===== config.mk =====
export PLATFORM = sky130hd
export DESIGN_NAME = mcu_gpio_fabric_port
export DESIGN_NICKNAME = d
export VERILOG_FILES = /design/src/rtl/mcu_gpio_pkg.sv /design/src/rtl/mcu_gpio_in_filter.sv /design/src/rtl/mcu_gpio_fabric_port.sv
export SDC_FILE = /design/constraint.sdc
export NUM_CORES = 1
export LEC_CHECK = 0
export CAP_MARGIN = 20
export CORE_MARGIN = 2
export CORE_UTILIZATION = 47
export DETAILED_ROUTE_END_ITERATION = 8
export PLACE_DENSITY_LB_ADDON = 0.08
export SLEW_MARGIN = 0
export SYNTH_ARGS = -nofsm -noshare
export SYNTH_HDL_FRONTEND = slang
export SYNTH_SLANG_ARGS = --single-unit

===== constraint.sdc =====
create_clock -name clk -period 1.78 [get_ports clk]
set_input_delay 0.267 -clock clk [delete_from_list [all_inputs] [get_ports clk]]
set_output_delay 0.267 -clock clk [all_outputs]
set_load 0.05 [all_outputs]

===== src/rtl/mcu_gpio_pkg.sv =====
// Shared defaults and helpers for the MCU high GPIO bank fabric port.
package mcu_gpio_pkg;

    // Widest GPIO bank the fabric port is meant to serve
    localparam int MCU_GPIO_MAX_WIDTH    = 16;
    // Default number of stable clk cycles before a pad change is accepted
    localparam int MCU_GPIO_DEF_DEBOUNCE = 16;
    // Default CDC synchroniser depth
    localparam int MCU_GPIO_DEF_SYNC     = 2;

    // Debounce counter width. One spare bit above $clog2 keeps the count
    // representable even when DEBOUNCE_CYC is a power of two or equals 1.
    function automatic int gpio_cnt_width(input int debounce_cyc);
        return $clog2(debounce_cyc) + 32'sd1;
    endfunction

endpackage


===== src/rtl/mcu_gpio_in_filter.sv =====
// One GPIO input bit: CDC synchroniser, debounce counter, accepted state and
// registered rise/fall event pulses aligned with the accepted state change.
module mcu_gpio_in_filter
    import mcu_gpio_pkg::*;
#(
    parameter int SYNC_STAGES  = MCU_GPIO_DEF_SYNC,
    parameter int DEBOUNCE_CYC = MCU_GPIO_DEF_DEBOUNCE
) (
    input  logic clk,
    input  logic rstn,
    input  logic pad_in,
    output logic acc,
    output logic rise,
    output logic fall
);

    localparam int               CNT_W   = gpio_cnt_width(DEBOUNCE_CYC);
    localparam logic [CNT_W-1:0] CNT_MAX = CNT_W'(DEBOUNCE_CYC - 32'sd1);
    localparam logic [CNT_W-1:0] CNT_ONE = CNT_W'(32'd1);

    logic [SYNC_STAGES-1:0] sync_r;
    logic                   sync_s;
    logic [CNT_W-1:0]       cnt_r;
    logic [CNT_W-1:0]       cnt_nxt_s;
    logic                   acc_r;
    logic                   acc_nxt_s;
    logic                   rise_r;
    logic                   rise_nxt_s;
    logic                   fall_r;
    logic                   fall_nxt_s;

    assign sync_s = sync_r[SYNC_STAGES-1];

    // Debounce decision: count consecutive disagreeing samples, flip on the last one
    always_comb begin
        cnt_nxt_s  = '0;
        acc_nxt_s  = acc_r;
        rise_nxt_s = 1'b0;
        fall_nxt_s = 1'b0;
        if (sync_s == acc_r) begin
            cnt_nxt_s = '0;
        end else if (cnt_r >= CNT_MAX) begin
            // Comparing with >= keeps the counter saturated even from a corrupted value
            cnt_nxt_s  = '0;
            acc_nxt_s  = sync_s;
            rise_nxt_s = sync_s;
            fall_nxt_s = ~sync_s;
        end else begin
            cnt_nxt_s = cnt_r + CNT_ONE;
        end
    end

    // Synchroniser chain, counter, accepted state and event pulse registers
    always_ff @(posedge clk or negedge rstn) begin
        if (!rstn) begin
            sync_r <= '0;
            cnt_r  <= '0;
            acc_r  <= 1'b0;
            rise_r <= 1'b0;
            fall_r <= 1'b0;
        end else begin
            sync_r <= {sync_r[SYNC_STAGES-2:0], pad_in};
            cnt_r  <= cnt_nxt_s;
            acc_r  <= acc_nxt_s;
            rise_r <= rise_nxt_s;
            fall_r <= fall_nxt_s;
        end
    end

    assign acc  = acc_r;
    assign rise = rise_r;
    assign fall = fall_r;

endmodule


===== src/rtl/mcu_gpio_fabric_port.sv =====
// Fabric-side endpoint of the MCU high GPIO bank. Resynchronises the MCU
// output/enable lines onto the pad buffers and returns debounced pad inputs
// plus per-bit rise/fall event pulses. Every output is a flop.
module mcu_gpio_fabric_port
    import mcu_gpio_pkg::*;
#(
    parameter int WIDTH        = 4,
    parameter int SYNC_STAGES  = MCU_GPIO_DEF_SYNC,
    parameter int DEBOUNCE_CYC = MCU_GPIO_DEF_DEBOUNCE
) (
    input  logic             clk,
    input  logic             rstn,
    input  logic [WIDTH-1:0] mcu_out,
    input  logic [WIDTH-1:0] mcu_oe_n,
    output logic [WIDTH-1:0] mcu_in,
    input  logic [WIDTH-1:0] pad_in,
    output logic [WIDTH-1:0] pad_out,
    output logic [WIDTH-1:0] pad_oe,
    output logic [WIDTH-1:0] edge_rise,
    output logic [WIDTH-1:0] edge_fall
);

    logic [SYNC_STAGES-1:0][WIDTH-1:0] out_sync_r;
    logic [SYNC_STAGES-1:0][WIDTH-1:0] oe_sync_r;
    logic [WIDTH-1:0]                  pad_out_r;
    logic [WIDTH-1:0]                  pad_oe_r;

    // Output path: data and enable share one synchroniser depth so they reach
    // the pads on the same edge; enable syncs reset to "not driving"
    always_ff @(posedge clk or negedge rstn) begin
        if (!rstn) begin
            out_sync_r <= '0;
            oe_sync_r  <= '1;
            pad_out_r  <= '0;
            pad_oe_r   <= '0;
        end else begin
            out_sync_r[0] <= mcu_out;
            oe_sync_r[0]  <= mcu_oe_n;
            for (int i = 1; i < SYNC_STAGES; i++) begin
                out_sync_r[i] <= out_sync_r[i-1];
                oe_sync_r[i]  <= oe_sync_r[i-1];
            end
            pad_out_r <= out_sync_r[SYNC_STAGES-1];
            pad_oe_r  <= ~oe_sync_r[SYNC_STAGES-1];
        end
    end

    assign pad_out = pad_out_r;
    assign pad_oe  = pad_oe_r;

    // Input path: one independent filter per GPIO line
    for (genvar g = 0; g < WIDTH; g++) begin : g_in
        mcu_gpio_in_filter #(
            .SYNC_STAGES  (SYNC_STAGES),
            .DEBOUNCE_CYC (DEBOUNCE_CYC)
        ) u_filter (
            .clk    (clk),
            .rstn   (rstn),
            .pad_in (pad_in[g]),
            .acc    (mcu_in[g]),
            .rise   (edge_rise[g]),
            .fall   (edge_fall[g])
        );
    end

endmodule

==> results.txt, run 1 <==
----------------------------------------------------
[Outcome]
  Run status ... complete, no violations

[Global routing]
  Largest net degree at the start of global routing ... 65
  Antenna violations before repair ... 0
  Via count of the first global-routing pass ... around 1200
  Global-route wire length before repair ... about 5300 um
  All-Layer GR Usage ... 0.140
  Overflow after GRT ... 0

[Synthesis]
  Distinct cell type count after synthesis ... 20
  Fraction of post-synthesis cell area in the top cell type by area ... 0.623
  Post-Synthesis Net Count ... between 150 and 200
  Cell area after technology mapping ... between 2000 and 2500 um2
  Complex-gate fraction of the synthesized area ... 0.00945
  Synthesis Warnings ... 0
  Post-Syn Area per Cell ... between 10 and 15 um2
  Basic-gate share of the synthesized area counting and, or, nand and nor cells ... 0.120
  Post-synthesis cell count ... between 150 and 200
  Share of synthesized area spent on multiplexers ... 0.0200
  XOR/XNOR share of the synthesized area ... 0.0311
  Cell type with the largest total area after synthesis ... sky130_fd_sc_hd__dfrtp_1
  Most used standard cell by instance count after synthesis ... sky130_fd_sc_hd__dfrtp_1
  Dominant combinational cell family by area after synthesis ... simple AND/OR/NAND/NOR gates
  Adder-Cell Fraction of Synth Area ... 0.0445
  Share of the yosys chip area belonging to registers ... 0.716
  Flip-flop cell with the highest count after synthesis ... sky130_fd_sc_hd__dfrtp_1
  Synth area leaders ... sky130_fd_sc_hd__dfrtp_1 (62%), sky130_fd_sc_hd__dfstp_2 (9.3%), sky130_fd_sc_hd__ha_1 (4.4%)
  Commonest cells post-synth ... sky130_fd_sc_hd__dfrtp_1 (56), sky130_fd_sc_hd__nor2_1 (15), sky130_fd_sc_hd__buf_4 (12), sky130_fd_sc_hd__inv_1 (11), sky130_fd_sc_hd__nor3b_1 (9)
  Register bit count reported by yosys ... 64
  Post-synthesis async set-or-reset flop share ... 1.00
  Count of flip-flops with a built-in enable after synthesis ... 0

[Route]
  Residual antenna-violating net count after detailed routing ... 0
  Remaining DRCs ... 0
  Via count ... about 1200
  Drt first pass iters ... 4
  Avg WL per Cell ... between 10 and 15 um
  First-iteration detailed-routing DRC count ... just over 80
  Post-DR vias/cell ... slightly below 5
  Post-Route WL ... around 3300 um

[Critical path]
  Number of buffer and inverter stages on the critical path ... 1
  Cell with the biggest individual delay on the critical path ... sky130_fd_sc_hd__clkdlybuf4s50_1
  Slowest cell delay on critical path ... 800 ps
  Crit-path leading delay family ... buffers and inverters
  Critical path endpoint category ... output port
  Crit path cell chain ... clkdlybuf4s50_1
  Type of origin of the critical path ... register
  Crit path arrival time ... between 1000 and 1500 ps
  Worst setup path class ... reg -> out
  Critical path fanouts, max ... 1
  Critical Path RT ... ~1500 ps

[Finish]
  Fill cells ... approximately 370
  Seq. cell area ... between 1500 and 2000 um2
  Fraction of layout instances using a drive strength above 1 ... 0.232
  Number of diodes ... 0
  Area of combinational cells with multiple inputs ... 522 um2
  Number of standard cells in the layout, taps in and fillers out ... between 200 and 300
  Final Instance Area ... around 2800 um2
  Total number of nets in the final design ... between 200 and 250
  Area growth from synthesis to layout ... 25.1%

[Timing]
  Highest attainable clock frequency ... slightly below 600 MHz
  Setup violations, final ... 0
  Final Skew ... slightly above 6 ps
  Shortest period the worst path allows ... between 1500 and 2000 ps
  Total count of max-transition violations in the final report ... 0
  Number of endpoints with negative hold slack in the final report ... 0
  Summed negative setup slack over all endpoints ... 0 ps
  Worst Tran Pin Value ... roughly 510 ps
  Worst hold margin ... between 300 and 400 ps
  Share of the clock period used by the worst path after layout ... 0.970
  Setup repair after global routing missed its margin ... yes
  Worst-case headroom to the max-slew limit ... 0.657

[Floorplan]
  Width of the chip ... between 70 and 80 um
  Area of the placeable core ... around 4700 um2
  Initial standard-cell utilization of the core ... 0.483
  Count of boundary I/O pins ... 34
  Row count ... 25
  Overall die height ... between 70 and 80 um
  Die outline area ... roughly 5400 um2

[Clock tree]
  Clock sink total ... 64
  TritonCTS buffer count ... 9
  CTS max path bufs ... 2
  Skew-Pair Late Insertion Delay ... ~330 ps
  Library cell used as clock root buffer ... sky130_fd_sc_hd__clkbuf_8
  CTS HTree Levels ... 3
  Clock slew at reported path FFs ... around 70 ps
  Clock tree from TritonCTS ... built

[Pwr]
  Power consumption ... 2.79 mW
  Cell area power density ... just under 1000 nW/um2
  Static leakage ... 1.37 nW
  Worst-case vdd ir drop ... slightly below 0.6 mV

[Job]
  Count of max-cap constraint violations ... 0

[Placement]
  DPL Wire Length ... about 2100 um
  Placed cell area ... between 2000 and 3000 um2
  Buffers on Ports ... 33
  Total instance count after detailed placement ... between 200 and 250
  Gpl congestion ... around 0.75

[Worst hold path]
  Hold crit path type ... in -> reg

----------------------------------------------------
power by group:
group,internal (mW),switching [mW]
Sequential,1.52,0.0340
Combinational,0.0777,0.0950
Clock,0.532,0.527
Total,2.13,0.655
repair_timing:
item / 4_1_cts / 5_1_grt
buffers inserted: 0 / 3
pin swaps: 0 / 0
hold buffers: 1 / 0
setup endpoints to repair: 2 / 8
resized for setup: 2 / 8
endpoints found under the hold margin: 56 / 0
flip-flops by register name, summed over array words and instances (netlist names):
| register | cells |
|---|---|
| pad_out | 4 |
| g_in.u_filter.rise | 4 |
| g_in.u_filter.acc | 4 |
| pad_oe | 4 |
| g_in.u_filter.cnt_r | 20 |
| g_in.u_filter.fall | 4 |
| out_sync_r | 8 |
| oe_sync_r | 8 |
| g_in.u_filter.sync_r | 8 |
kinds of logic after synthesis:
family,Yosys count
XOR/XNOR,8
adder cells (fa/ha/maj),8
AO/OA/AOI/OAI,4
AND/OR/NAND/NOR,47
multiplexers,4
buffers and inverters,23
flip-flops,64
final cells by class:
type,instances,area share
Clock buffer,10,0.0489
Tap cell,54,0.0240
Sequential cell,64,0.573
Inverter,11,0.0147
Clock inverter,6,0.0124
Multi-Input combinational cell,71,0.185
Timing Repair Buffer,41,0.142
routing by layer:
layer	part of all wire	wire [um]	track usage
met2	0.48	1560	0.193
met1	0.44	1420	0.178
met5	0	0	0
met3	0.061	199	0.0622
met4	0.024	78	0.0926
placed cells by master, fill, tap and decap left out:
master and n:
sky130_fd_sc_hd__dfrtp_1 56, sky130_fd_sc_hd__clkdlybuf4s50_1 23, sky130_fd_sc_hd__nor2_1 13, sky130_fd_sc_hd__inv_1 11, sky130_fd_sc_hd__clkbuf_8 10, sky130_fd_sc_hd__buf_4 10
sky130_fd_sc_hd__nor3b_1 9, sky130_fd_sc_hd__ha_1 8, sky130_fd_sc_hd__dfstp_2 8, sky130_fd_sc_hd__and3_1 7, sky130_fd_sc_hd__nand3_1 6, sky130_fd_sc_hd__xor2_1 4
sky130_fd_sc_hd__xnor2_1 4, sky130_fd_sc_hd__mux2_2 4, sky130_fd_sc_hd__clkinv_2 4, sky130_fd_sc_hd__dlymetal6s2s_1 4, sky130_fd_sc_hd__nand4_1 3, sky130_fd_sc_hd__a21oi_1 3
sky130_fd_sc_hd__nor2_2 2, sky130_fd_sc_hd__and2_4 2, sky130_fd_sc_hd__clkinvlp_4 2, sky130_fd_sc_hd__and4_1 1, sky130_fd_sc_hd__or4b_4 1, sky130_fd_sc_hd__a31oi_1 1
sky130_fd_sc_hd__nor3_2 1, sky130_fd_sc_hd__and3_2 1, sky130_fd_sc_hd__and2_1 1, sky130_fd_sc_hd__dlygate4sd3_1 1, sky130_fd_sc_hd__buf_2 1, sky130_fd_sc_hd__dlygate4sd2_1 1
sky130_fd_sc_hd__buf_12 1
metrics by stage:
stage / utilization / setup WS (ps)
after floorplan: - / 67.5
final: 0.604 / 53.9
after global placement: 0.555 / 68.9
after detailed placement: 0.555 / -4.67
after global routing: 0.604 / -33.5
after CTS: 0.594 / 10.7
path summary, 6_finish.rpt:
| kind | startpoint | to | slack (ps) | depth (start not counted) |
|---|---|---|---|---|
| min in group asynchronous | rstn | g_in[2].u_filter.cnt_r[4] | 480 | 3 |
| hold / removal | mcu_oe_n[0] | oe_sync_r[0] | 340 | 1 |
| max in group asynchronous | rstn | oe_sync_r[0] | 990 | 3 |
| hold reg to reg | out_sync_r[1] | out_sync_r[5] | 350 | 0 |
| setup reg to reg | g_in[2].u_filter.cnt_r[0] | g_in[2].u_filter.acc | 60 | 6 |
| setup / recovery | pad_oe[2] | pad_oe[2] | 50 | 1 |
No activity file was read; power rests on OpenSTA's default activity.
==> run 2: changes to the inputs <==
- CORE_UTILIZATION: 47 -> 56
- clock period: 1.78 -> 2 ns (I/O delays scaled with it)
==> run 2 against run 1 <==
Compared with the run above:
- via count grew 0.65%
- critical path depth unchanged
- cell count is 3.1% lower
- die area down 15%
- core utilization increased by 11 points
- wire length shrank 0.40%
- register-to-register slack better by 100 ps
- clock power increased by 24%
- non-clock buffer count is 4 lower
- count of clock-buffer cells in the layout rose by 1
- global-route usage grew 3.3 points
- worst setup slack improved by 78 ps
- critical endpoint is now mcu_in[3]
- highest routed layer unchanged
==> results.txt, run 2 (synthesis results as in run 1) <==
----------------------------------------------------
[Outcome]
  Run status ... complete, no violations

[Pwr]
  Pint ... 2.28 mW (+7.0%)
  Cell area power density ... 1010 nW/um2 (+1.6%)
  Flop pwr share ... 0.488 (-0.070)
  Combinational group share of total power ... 0.051 (-0.011)
  Worst-case vdd ir drop ... 0.614 mV (+3.9%)
  Static leakage ... 1.31 nW (-3.9%)
  Switch share ... 0.198 (-0.0374)
  Clock power frac ... 0.461 (+0.081)
  Power consumption ... 2.84 mW (+2.0%)
  Switching power ... 0.562 mW (-14%)

[Clock tree]
  Post-CTS setup buffers ... 0 (unchanged)
  Library cell used as clock root buffer ... sky130_fd_sc_hd__clkbuf_8
  Clock tree from TritonCTS ... built
  TritonCTS buffer count ... 9 (unchanged)
  Clock slew at reported path FFs ... 70 ps (about the same)
  Count of cells resized by post-cts repair ... 0 (-2)
  Clock sink total ... 64 (unchanged)
  CTS HTree Levels ... 3 (unchanged)
  CTS max path bufs ... 2 (unchanged)
  Skew-Pair Late Insertion Delay ... 320 ps (about the same)

[Finish]
  Fraction of layout instances using a drive strength above 1 ... 0.166 (-0.0657)
  Number of standard cells in the layout, taps in and fillers out ... 249 (-3.1%)
  Most frequent cells in the layout ... sky130_fd_sc_hd__dfrtp_1 (56), sky130_fd_sc_hd__clkdlybuf4s50_1 (32), sky130_fd_sc_hd__nor2_1 (15)
  Leading cell type in the layout, fill and taps excluded ... sky130_fd_sc_hd__dfrtp_1
  Fill cells ... 267 (-27%)
  Area growth from synthesis to layout ... 25.6%
  Final Instance Area ... 2830 um2 (+0.40%)
  Core occupancy in the finished layout ... 0.717 (+0.113)
  Flip-flop count of the largest register after layout ... 20 (unchanged)
  Largest Register ... g_in.u_filter.cnt_r
  Total number of nets in the final design ... 216 (-1.8%)
  Number of diodes ... 0 (unchanged)

[Timing]
  Total count of max-transition violations in the final report ... 0 (unchanged)
  Number of endpoints with negative hold slack in the final report ... 0 (unchanged)
  Final Skew ... 5.77 ps (-0.411 ps)
  Share of the clock period used by the worst path after layout ... 0.934
  Worst-case headroom to the max-slew limit ... 0.657 (about the same)
  Setup violations, final ... 0 (unchanged)
  Worst Tran Pin Value ... 512 ps (-0.261 ps)
  Highest attainable clock frequency ... about 540 MHz
  Setup repair after global routing missed its margin ... no
  Summed negative setup slack over all endpoints ... 0 ps (unchanged)
  Shortest period the worst path allows ... 1870 ps

[Floorplan]
  Die outline area ... 4540 um2 (-15%)
  Overall die height ... 67.4 um (-7.9%)
  Count of boundary I/O pins ... 34 (unchanged)
  Width of the chip ... 67.4 um (-7.9%)
  Initial standard-cell utilization of the core ... 0.571 (+0.0879)
  Area of the placeable core ... 3940 um2 (-15%)
  Row count ... 23 (-8.0%)

[Critical path]
  Critical path fanouts, max ... 5 (+4)
  Crit path arrival time ... 1570 ps (+110 ps)
  Crit Reg-Reg Startpoint ... g_in[2].u_filter.cnt_r[0]
  Cell with the biggest individual delay on the critical path ... sky130_fd_sc_hd__clkdlybuf4s50_1
  Crit-path leading delay family ... buffers and inverters
  Critical path endpoint category ... output port
  Critical Path RT ... 1700 ps (+190 ps)
  Critical path startpoint ... g_in[3].u_filter.acc
  Number of buffer and inverter stages on the critical path ... 1 (unchanged)
  Slowest cell delay on critical path ... 830 ps (+30 ps)
  Crit path cell chain ... clkdlybuf4s50_1
  Type of origin of the critical path ... register
  Worst setup path class ... reg -> out

[Placement]
  DPL Wire Length ... 2380 um (+13%)
  Buffers on Ports ... 33 (unchanged)
  Total instance count after detailed placement ... 232 (-2.1%)
  Gpl congestion ... 0.710 (-5.5%)
  Placed cell area ... 2570 um2 (-0.58%)

[Global routing]
  Overflow after GRT ... 0 (unchanged)
  Via count of the first global-routing pass ... 1257 (+7.0%)
  Global-route wire length before repair ... 5490 um (+4.1%)
  Antenna violations before repair ... 0 (unchanged)
  All-Layer GR Usage ... 0.174 (+0.0335)
  Largest net degree at the start of global routing ... 25 (-62%)

[Route]
  Remaining DRCs ... 0 (unchanged)
  Via count ... 1243 (+0.65%)
  First-iteration detailed-routing DRC count ... 43 (-47%)
  Avg WL per Cell ... 13.0 um (+2.8%)
  Residual antenna-violating net count after detailed routing ... 0 (unchanged)
  Drt first pass iters ... 4 (unchanged)
  Post-Route WL ... 3250 um (-0.40%)
  Post-DR vias/cell ... 4.99 (+3.9%)

[Worst hold path]
  Hold Startpoint ... g_in[0].u_filter.sync_r[0]
  Hold crit path type ... reg -> reg

[Job]
  Count of max-cap constraint violations ... 0 (unchanged)

----------------------------------------------------
==> run 2: layout make-up <==
type / count / area, um2 / share of cell area
tap: 50 / 62.6 / 0.0221
timing repair buffer: 37 / 358 / 0.127
multi-input combinational: 71 / 507 / 0.179
clock buffer: 11 / 141 / 0.0500
sequential: 64 / 1610 / 0.570
inverter: 11 / 41.3 / 0.0146
clock inverter: 5 / 104 / 0.0368
==> run 2: power groups by stage <==
stage / clock network (mW) / logic [mW] / registers (mW)
floorplan: 0 / 0.0386 / 1.43
global placement: 0 / 0.142 / 1.40
detailed placement: 0 / 0.146 / 1.41
CTS: 1.35 / 0.149 / 1.39
global route: 1.41 / 0.161 / 1.39
finish: 1.31 / 0.146 / 1.39
==> run 2: final timing paths <==
check                                        endpoint  slack (ps)  cells after the start
setup / recovery                            mcu_in[3]         130                      1
max in group asynchronous                oe_sync_r[3]         800                      3
hold reg to reg            g_in[0].u_filter.sync_r[1]         350                      0
hold / removal             g_in[0].u_filter.sync_r[1]         350                      0
min in group asynchronous   g_in[0].u_filter.cnt_r[4]         480                      2
setup reg to reg                 g_in[2].u_filter.acc         160                      6
==> run 2: timing repair <==
action,4_1_cts,5_1_grt
hold buffers,1,0
endpoints found under the hold margin,22,0
endpoints found under the setup margin,0,0
==> run 2: worst register-to-register path: cells and delay by family (launching register included) <==
kind,cells,cell delay (ps)
fa+ha+maj,2,420
flops,1,410
mux,1,340
simple gates,3,540
==> run 2: through the flow <==
step	worst slack [ps]	hold WS, ps
6_report	132	351
2_1_floorplan	287	4.41
4_1_cts	107	351
3_5_place_dp	169	300
3_3_place_gp	253	279
5_1_grt	58.1	357
==> run 2: routing by layer <==
| metal | up-vias | GRT usage | part of all wire |
|---|---|---|---|
| met5 | - | 0 | 0 |
| met2 | 27 | 0.280 | 0.53 |
| met4 | 0 | 0.130 | 0.021 |
| li1 | 584 | - | - |
| met1 | 624 | 0.200 | 0.41 |
| met3 | 8 | 0.0450 | 0.033 |
